--- src/rtl/dcache_axi_rd_pkg.sv ---
// Shared definitions for the data-cache AXI read engine: request types,
// FSM states, AXI burst/size constants and AR address/length helpers.
package dcache_axi_rd_pkg;

  // Upstream request type; the fourth code is reserved and behaves like a line read.
  typedef enum logic [1:0] {
    RD_WORD  = 2'b00,
    RD_LINE  = 2'b01,
    RD_DLINE = 2'b10,
    RD_RSVD  = 2'b11
  } rd_type_e;

  typedef enum logic [1:0] {
    S_IDLE = 2'b00,
    S_AR   = 2'b01,
    S_R    = 2'b10
  } state_e;

  localparam logic [1:0] AXI_BURST_INCR = 2'b01;
  localparam logic [2:0] AXI_SIZE_4B    = 3'b010;

  // Fold the reserved encoding onto the single-line read.
  function automatic rd_type_e norm_type(input logic [1:0] t);
    rd_type_e r;
    r = rd_type_e'(t);
    if (r == RD_RSVD) r = RD_LINE;
    return r;
  endfunction

  // Word reads keep the exact address; line reads align to 16 bytes.
  function automatic logic [31:0] ar_addr_of(input rd_type_e t, input logic [31:0] a);
    if (t == RD_WORD) return a;
    return {a[31:4], 4'b0000};
  endfunction

  // AXI3 burst length minus one: 1, 4 or 8 beats.
  function automatic logic [3:0] ar_len_of(input rd_type_e t);
    case (t)
      RD_WORD:  return 4'd0;
      RD_DLINE: return 4'd7;
      default:  return 4'd3;
    endcase
  endfunction

endpackage

--- src/rtl/dcache_axi_rd.sv ---
// Single-outstanding AXI3 read engine for the data cache / prefetcher.
// Issues one AR burst per accepted request, assembles the returned words
// into a 256-bit buffer and pulses ret_half / ret_valid when data is ready.
module dcache_axi_rd
  import dcache_axi_rd_pkg::*;
#(
  parameter logic [3:0] ARID = 4'd1
) (
  input  logic         clk,
  input  logic         resetn,
  // upstream request / response
  input  logic         rd_req,
  input  logic [1:0]   rd_type,
  input  logic [31:0]  rd_addr,
  output logic         rd_rdy,
  output logic         ret_valid,
  output logic         ret_half,
  output logic [255:0] ret_data,
  // AXI AR channel
  output logic [3:0]   arid,
  output logic [31:0]  araddr,
  output logic [3:0]   arlen,
  output logic [2:0]   arsize,
  output logic [1:0]   arburst,
  output logic         arvalid,
  input  logic         arready,
  // AXI R channel
  input  logic [3:0]   rid,
  input  logic [31:0]  rdata,
  input  logic [1:0]   rresp,
  input  logic         rlast,
  input  logic         rvalid,
  output logic         rready
);

  state_e         state_q, state_d;
  rd_type_e       type_q, type_d;
  logic [31:0]    addr_q, addr_d;
  logic [2:0]     cnt_q, cnt_d;
  logic           full_q, full_d;   // all 8 words written; later beats are dropped
  logic [255:0]   data_q, data_d;
  logic           ret_valid_q, ret_valid_d;
  logic           ret_half_q, ret_half_d;

  // rid and rresp are deliberately ignored: errored beats are stored as received.
  logic unused_r_sideband;
  assign unused_r_sideband = ^{rid, rresp};

  // State and datapath registers; asynchronous reset abandons any burst in flight.
  always_ff @(posedge clk or negedge resetn) begin
    if (!resetn) begin
      state_q     <= S_IDLE;
      type_q      <= RD_WORD;
      addr_q      <= '0;
      cnt_q       <= '0;
      full_q      <= 1'b0;
      data_q      <= '0;
      ret_valid_q <= 1'b0;
      ret_half_q  <= 1'b0;
    end else begin
      state_q     <= state_d;
      type_q      <= type_d;
      addr_q      <= addr_d;
      cnt_q       <= cnt_d;
      full_q      <= full_d;
      data_q      <= data_d;
      ret_valid_q <= ret_valid_d;
      ret_half_q  <= ret_half_d;
    end
  end

  // Next-state logic: accept in IDLE, hold AR until arready, collect beats until rlast.
  always_comb begin
    state_d     = state_q;
    type_d      = type_q;
    addr_d      = addr_q;
    cnt_d       = cnt_q;
    full_d      = full_q;
    data_d      = data_q;
    ret_valid_d = 1'b0;
    ret_half_d  = 1'b0;
    case (state_q)
      S_IDLE: begin
        if (rd_req) begin
          type_d  = norm_type(rd_type);
          addr_d  = rd_addr;
          data_d  = '0;
          cnt_d   = '0;
          full_d  = 1'b0;
          state_d = S_AR;
        end
      end
      S_AR: begin
        if (arready) state_d = S_R;
      end
      S_R: begin
        if (rvalid) begin
          if (!full_q) data_d[{cnt_q, 5'b00000} +: 32] = rdata;
          // Counter saturates at the last word; the flag stops further writes.
          if (cnt_q == 3'd7) full_d = 1'b1;
          else               cnt_d  = cnt_q + 3'd1;
          if (rlast) begin
            ret_valid_d = 1'b1;
            state_d     = S_IDLE;
          end else if (type_q == RD_DLINE && cnt_q == 3'd3 && !full_q) begin
            // First line complete; suppressed if the burst ends here so the
            // two pulses never coincide.
            ret_half_d = 1'b1;
          end
        end
      end
      default: state_d = S_IDLE;
    endcase
  end

  assign rd_rdy    = (state_q == S_IDLE);
  assign arvalid   = (state_q == S_AR);
  assign rready    = (state_q == S_R);
  assign arid      = ARID;
  assign araddr    = ar_addr_of(type_q, addr_q);
  assign arlen     = ar_len_of(type_q);
  assign arsize    = AXI_SIZE_4B;
  assign arburst   = AXI_BURST_INCR;
  assign ret_valid = ret_valid_q;
  assign ret_half  = ret_half_q;
  assign ret_data  = data_q;

endmodule

--- config.mk ---
export PLATFORM = sky130hd
export DESIGN_NAME = dcache_axi_rd
export DESIGN_NICKNAME = d
export VERILOG_FILES = /design/src/rtl/dcache_axi_rd_pkg.sv /design/src/rtl/dcache_axi_rd.sv
export SDC_FILE = /design/constraint.sdc
export NUM_CORES = 1
export LEC_CHECK = 0
export ABC_AREA = 1
export CORE_AREA = 5 5 186 188
export CTS_CLUSTER_DIAMETER = 200
export DETAILED_ROUTE_END_ITERATION = 6
export DIE_AREA = 0 0 191 193
export PLACE_DENSITY = 0.76
export SLEW_MARGIN = 20
export SYNTH_ARGS = -nofsm -noshare
export SYNTH_HDL_FRONTEND = slang
export SYNTH_SLANG_ARGS = --single-unit
--- constraint.sdc ---
create_clock -name clk -period 2.5 [get_ports clk]
set_input_delay 0.5 -clock clk [delete_from_list [all_inputs] [get_ports clk]]
set_output_delay 0.5 -clock clk [all_outputs]
set_load 0.02 [all_outputs]
==> run_summary.xml <==
<?xml version="1.0" encoding="UTF-8"?>
<metrics>
  <group name="setup_path">
    <metric name="critical_path.slowest_cell" unit="">clkdlybuf4s50_1</metric>
    <metric name="timing.critical_path.buf_inv" unit="">1</metric>
    <metric name="critical_path.endpoint_type" unit="">output port</metric>
    <metric name="cp_cell_sequence" unit="">nor2_2, clkdlybuf4s50_1</metric>
    <metric name="crit_path_max_incr_delay" unit="ns">0.65</metric>
    <metric name="startpoint_type" unit="">register</metric>
    <metric name="critPathArrivalTime" unit="ns">1.84</metric>
    <metric name="critPathTopFamily" unit="">buffers and inverters</metric>
    <metric name="kind_of_critical_path" unit="">register to output port</metric>
    <metric name="critical_path_rt" unit="ns">2.00</metric>
    <metric name="crit_fanout" unit="">7</metric>
  </group>
  <group name="drt">
    <metric name="routed_via_density" unit="">5.08</metric>
    <metric name="antenna_left" unit="">0</metric>
    <metric name="drc" unit="">0</metric>
    <metric name="wl" unit="um">48900</metric>
    <metric name="drt_first_iter_violations" unit="">1161</metric>
    <metric name="wl_per_cell" unit="um">18.5</metric>
    <metric name="detailroute.via_count" unit="">13400</metric>
    <metric name="drt_pre_antenna_iters" unit="">5</metric>
  </group>
  <group name="pwr">
    <metric name="clock_power_share" unit="%">28.2</metric>
    <metric name="vdd_ir_drop_max" unit="uV">502</metric>
    <metric name="leakagePower" unit="nW">9.40</metric>
    <metric name="internal_power" unit="W">0.0103</metric>
    <metric name="switching_power" unit="W">0.00703</metric>
    <metric name="share_comb_of_total_power" unit="%">40.2</metric>
    <metric name="netSwitchingFraction" unit="%">40.5</metric>
    <metric name="power_density" unit="nW/um2">902</metric>
    <metric name="power_share_of_the_sequential_group" unit="%">31.6</metric>
  </group>
  <group name="global_route">
    <metric name="grt_first_pass_wirelength" unit="um">74600</metric>
    <metric name="grt_remaining_overflow" unit="">0</metric>
    <metric name="grt_max_degree" unit="">77</metric>
    <metric name="vias_in_the_first_global_route" unit="">13200</metric>
    <metric name="antenna_violations_before_repair" unit="">2</metric>
    <metric name="globalRouteTotalUtil" unit="%">25.8</metric>
  </group>
  <group name="sta">
    <metric name="slew-limit-headroom" unit="%">53.0</metric>
    <metric name="post-route-period-util" unit="%">93.7</metric>
    <metric name="drv_slew" unit="">0</metric>
    <metric name="setup_tns_final" unit="ns">0</metric>
    <metric name="max_freq" unit="MHz">427</metric>
    <metric name="finClkSkew" unit="ns">0.00884</metric>
    <metric name="final_hold_viol_count" unit="">0</metric>
    <metric name="post-route-min-period" unit="ns">2.34</metric>
    <metric name="timing_worst_slew_pin_value" unit="ns">0.705</metric>
    <metric name="setup-violations-final" unit="">0</metric>
    <metric name="setup_repair_after_global_routing_missed_its_margin" unit="">false</metric>
    <metric name="hold_ws" unit="ns">0.00773</metric>
  </group>
  <group name="clock_network">
    <metric name="cts-htree-levels" unit="">2</metric>
    <metric name="sinks_on_the_clock_net" unit="">298</metric>
    <metric name="cts_hold_buffers" unit="">0</metric>
    <metric name="clock_tree_buffer_depth" unit="">3</metric>
    <metric name="clkTransAtPathRegs" unit="ns">0.06</metric>
    <metric name="cts_tree" unit="">yes</metric>
    <metric name="tritoncts.num_buffers" unit="">34</metric>
    <metric name="clkLatencyLatePin" unit="ns">0.51</metric>
    <metric name="cts-root-buf" unit="">clkbuf_16</metric>
  </group>
  <group name="floorplan">
    <metric name="die_width" unit="um">191</metric>
    <metric name="start_util" unit="%">42.8</metric>
    <metric name="placementRows" unit="">67</metric>
    <metric name="die_area" unit="um2">36900</metric>
    <metric name="core" unit="um2">32900</metric>
    <metric name="dieHeight" unit="um">193</metric>
    <metric name="floorplan.io_pins" unit="">384</metric>
  </group>
  <group name="synthesis">
    <metric name="synth_cell_type_count" unit="">24</metric>
    <metric name="netlist_top_cells_area" unit="">dfrtp_1, nand2_1, nor2_1</metric>
    <metric name="synthesis.instances" unit="">1863</metric>
    <metric name="ys_ff_latch" unit="">298</metric>
    <metric name="synth_top_area_share" unit="%">52.9</metric>
    <metric name="synthesis.area_per_instance" unit="um2">7.57</metric>
    <metric name="synth.cell_area" unit="um2">14100</metric>
    <metric name="yosysWarningCount" unit="">0</metric>
    <metric name="yosys.area.top_type" unit="">dfrtp_1</metric>
    <metric name="synth-seq-area-share" unit="%">52.9</metric>
  </group>
  <group name="placed_design">
    <metric name="portBuffers" unit="">367</metric>
    <metric name="globalplace.congestion" unit="">0.889</metric>
    <metric name="place_hpwl" unit="um">35300</metric>
  </group>
  <group name="final_layout">
    <metric name="area.growth.synth_to_final" unit="%">36.4</metric>
    <metric name="diodes" unit="">0</metric>
    <metric name="fraction_of_layout_cells_with_a_size_suffix_above_1" unit="%">5.39</metric>
    <metric name="layout.nets" unit="">2257</metric>
  </group>
  <group name="outcome">
    <metric name="outcome" unit="">finished clean</metric>
  </group>
  <group name="run">
    <metric name="number_of_violations_of_the_max_capacitance_limit" unit="">0</metric>
  </group>
  <group name="worst_hold_path">
    <metric name="hold_class" unit="">input pin to asynchronous set/reset pin</metric>
  </group>
</metrics>
[sequential cells by signal, indices dropped and copies added (netlist names)]
register,flops
addr_q,32
cnt_q,3
full_q,1
ret_data,256
ret_half,1
ret_valid,1
state_q,2
type_q,2
[cell type report]
type | count | area [um2]
Clock buffer | 48 | 955
Clock inverter | 8 | 123
Fill cell | 2955 | 13700
Inverter | 31 | 116
Multi-Input combinational cell | 1379 | 5720
Sequential cell | 298 | 7460
Tap cell | 448 | 561
Timing Repair Buffer | 427 | 4310
[cell usage in the layout (no fill, tap or decap), types with 3 or more instances in the layout]
cell type / instances
dfrtp_1: 298
nor2_1: 274
nand2_1: 825
o21ai_0: 6
nand3b_1: 45
inv_1: 29
ha_1: 8
nand2_2: 4
buf_4: 46
clkinv_2: 3
buf_12: 13
clkbuf_1: 10
bufinv_16: 3
conb_1: 10
clkdlybuf4s50_1: 361
nor3_1: 11
clkbuf_16: 35
nand3_1: 185
clkbuf_8: 3
dlymetal6s2s_1: 5
[per-layer routing]
layer	vias up	track usage, %	share of wire, %
li1	6337	-	-
met1	6382	34.2	41
met2	590	42.2	47
met3	101	5.74	8.3
met4	4	9.45	3.8
met5	-	0	0.051
[cell families (layout without fill, tap and decap cells)]
kind of cell / Yosys count / after routing / synth area share, %
other: 2 / 10 / 0.0533
AO/OA/AOI/OAI: 9 / 9 / 0.364
flip-flops: 298 / 298 / 52.9
adder cells (fa/ha/maj): 8 / 8 / 0.710
AND/OR/NAND/NOR: 1352 / 1352 / 39.1
buffers and inverters: 194 / 514 / 6.85
[worst reg2reg max path, cell delays in order, from the launching register on]
cell and delay (ns):
dfrtp_1 0.41, inv_1 0.10, ha_1 0.20, ha_1 0.20, inv_1 0.08, buf_4 0.21, nand2_1 0.17, nor2_1 0.39
nand2_1 0.22, nor2_1 0.15, nand2_1 0.06, nand2_1 0.07
[power by group through the flow]
| stage | Combinational (W) | Clock [W] | Sequential, W |
|---|---|---|---|
| finish | 0.00698 | 0.00489 | 0.00548 |
| global route | 0.00748 | 0.00518 | 0.00553 |
| CTS | 0.00696 | 0.00498 | 0.00548 |
| detailed placement | 0.00694 | 0 | 0.00556 |
| global placement | 0.00683 | 0 | 0.00554 |
| floorplan | 0.00431 | 0 | 0.00568 |
[final timing paths]
| path | cells past startpoint | slack, ns | from | to |
|---|---|---|---|---|
| worst max-delay path | 2 | 0.16 | state_q[1] | rd_rdy |
| worst min-delay path | 1 | 0.008 | resetn | addr_q[14] |
| worst max register to register | 11 | 0.18 | cnt_q[1] | ret_data[252] |
| worst min register to register | 2 | 0.47 | ret_data[13] | ret_data[13] |
| max in group asynchronous | 2 | 1.79 | resetn | ret_data[186] |
| min in group clk | 2 | 0.47 | ret_data[13] | ret_data[13] |
[synthesized netlist by cell type (all sizes together)]
master and instances:
o31ai 1, nand3b 45, nand3 185, o21ai 6
buf 116, clkbuf 47, or2 2, conb 2
nor3 11, dfrtp 298, o21a 1, o22ai 1
nor2 278, inv 30, ha 8, nand2 829
nand4 2, clkinv 1
[timing repair]
action,4_1_cts,5_1_grt
gates resized for setup,0,6
setup endpoints to repair,0,21
buffers inserted,0,0
endpoints found under the hold margin,0,0
[stage by stage]
step / instances / setup WS (ns) / instance area, um2 / util (%) / total power (W)
3_5_place_dp: 2583 / 0.200 / 18100 / 55.1 / 0.0125
5_1_grt: 2639 / 0.00967 / 19200 / 58.4 / 0.0182
6_report: 2639 / 0.157 / 19200 / 58.4 / 0.0174
3_3_place_gp: 2583 / 0.245 / 18100 / 55.1 / 0.0124
2_1_floorplan: 1871 / 0.0394 / 14100 / - / 0.00999
4_1_cts: 2639 / 0.00969 / 19200 / 58.3 / 0.0174
Power figures use the tool's default switching activity.
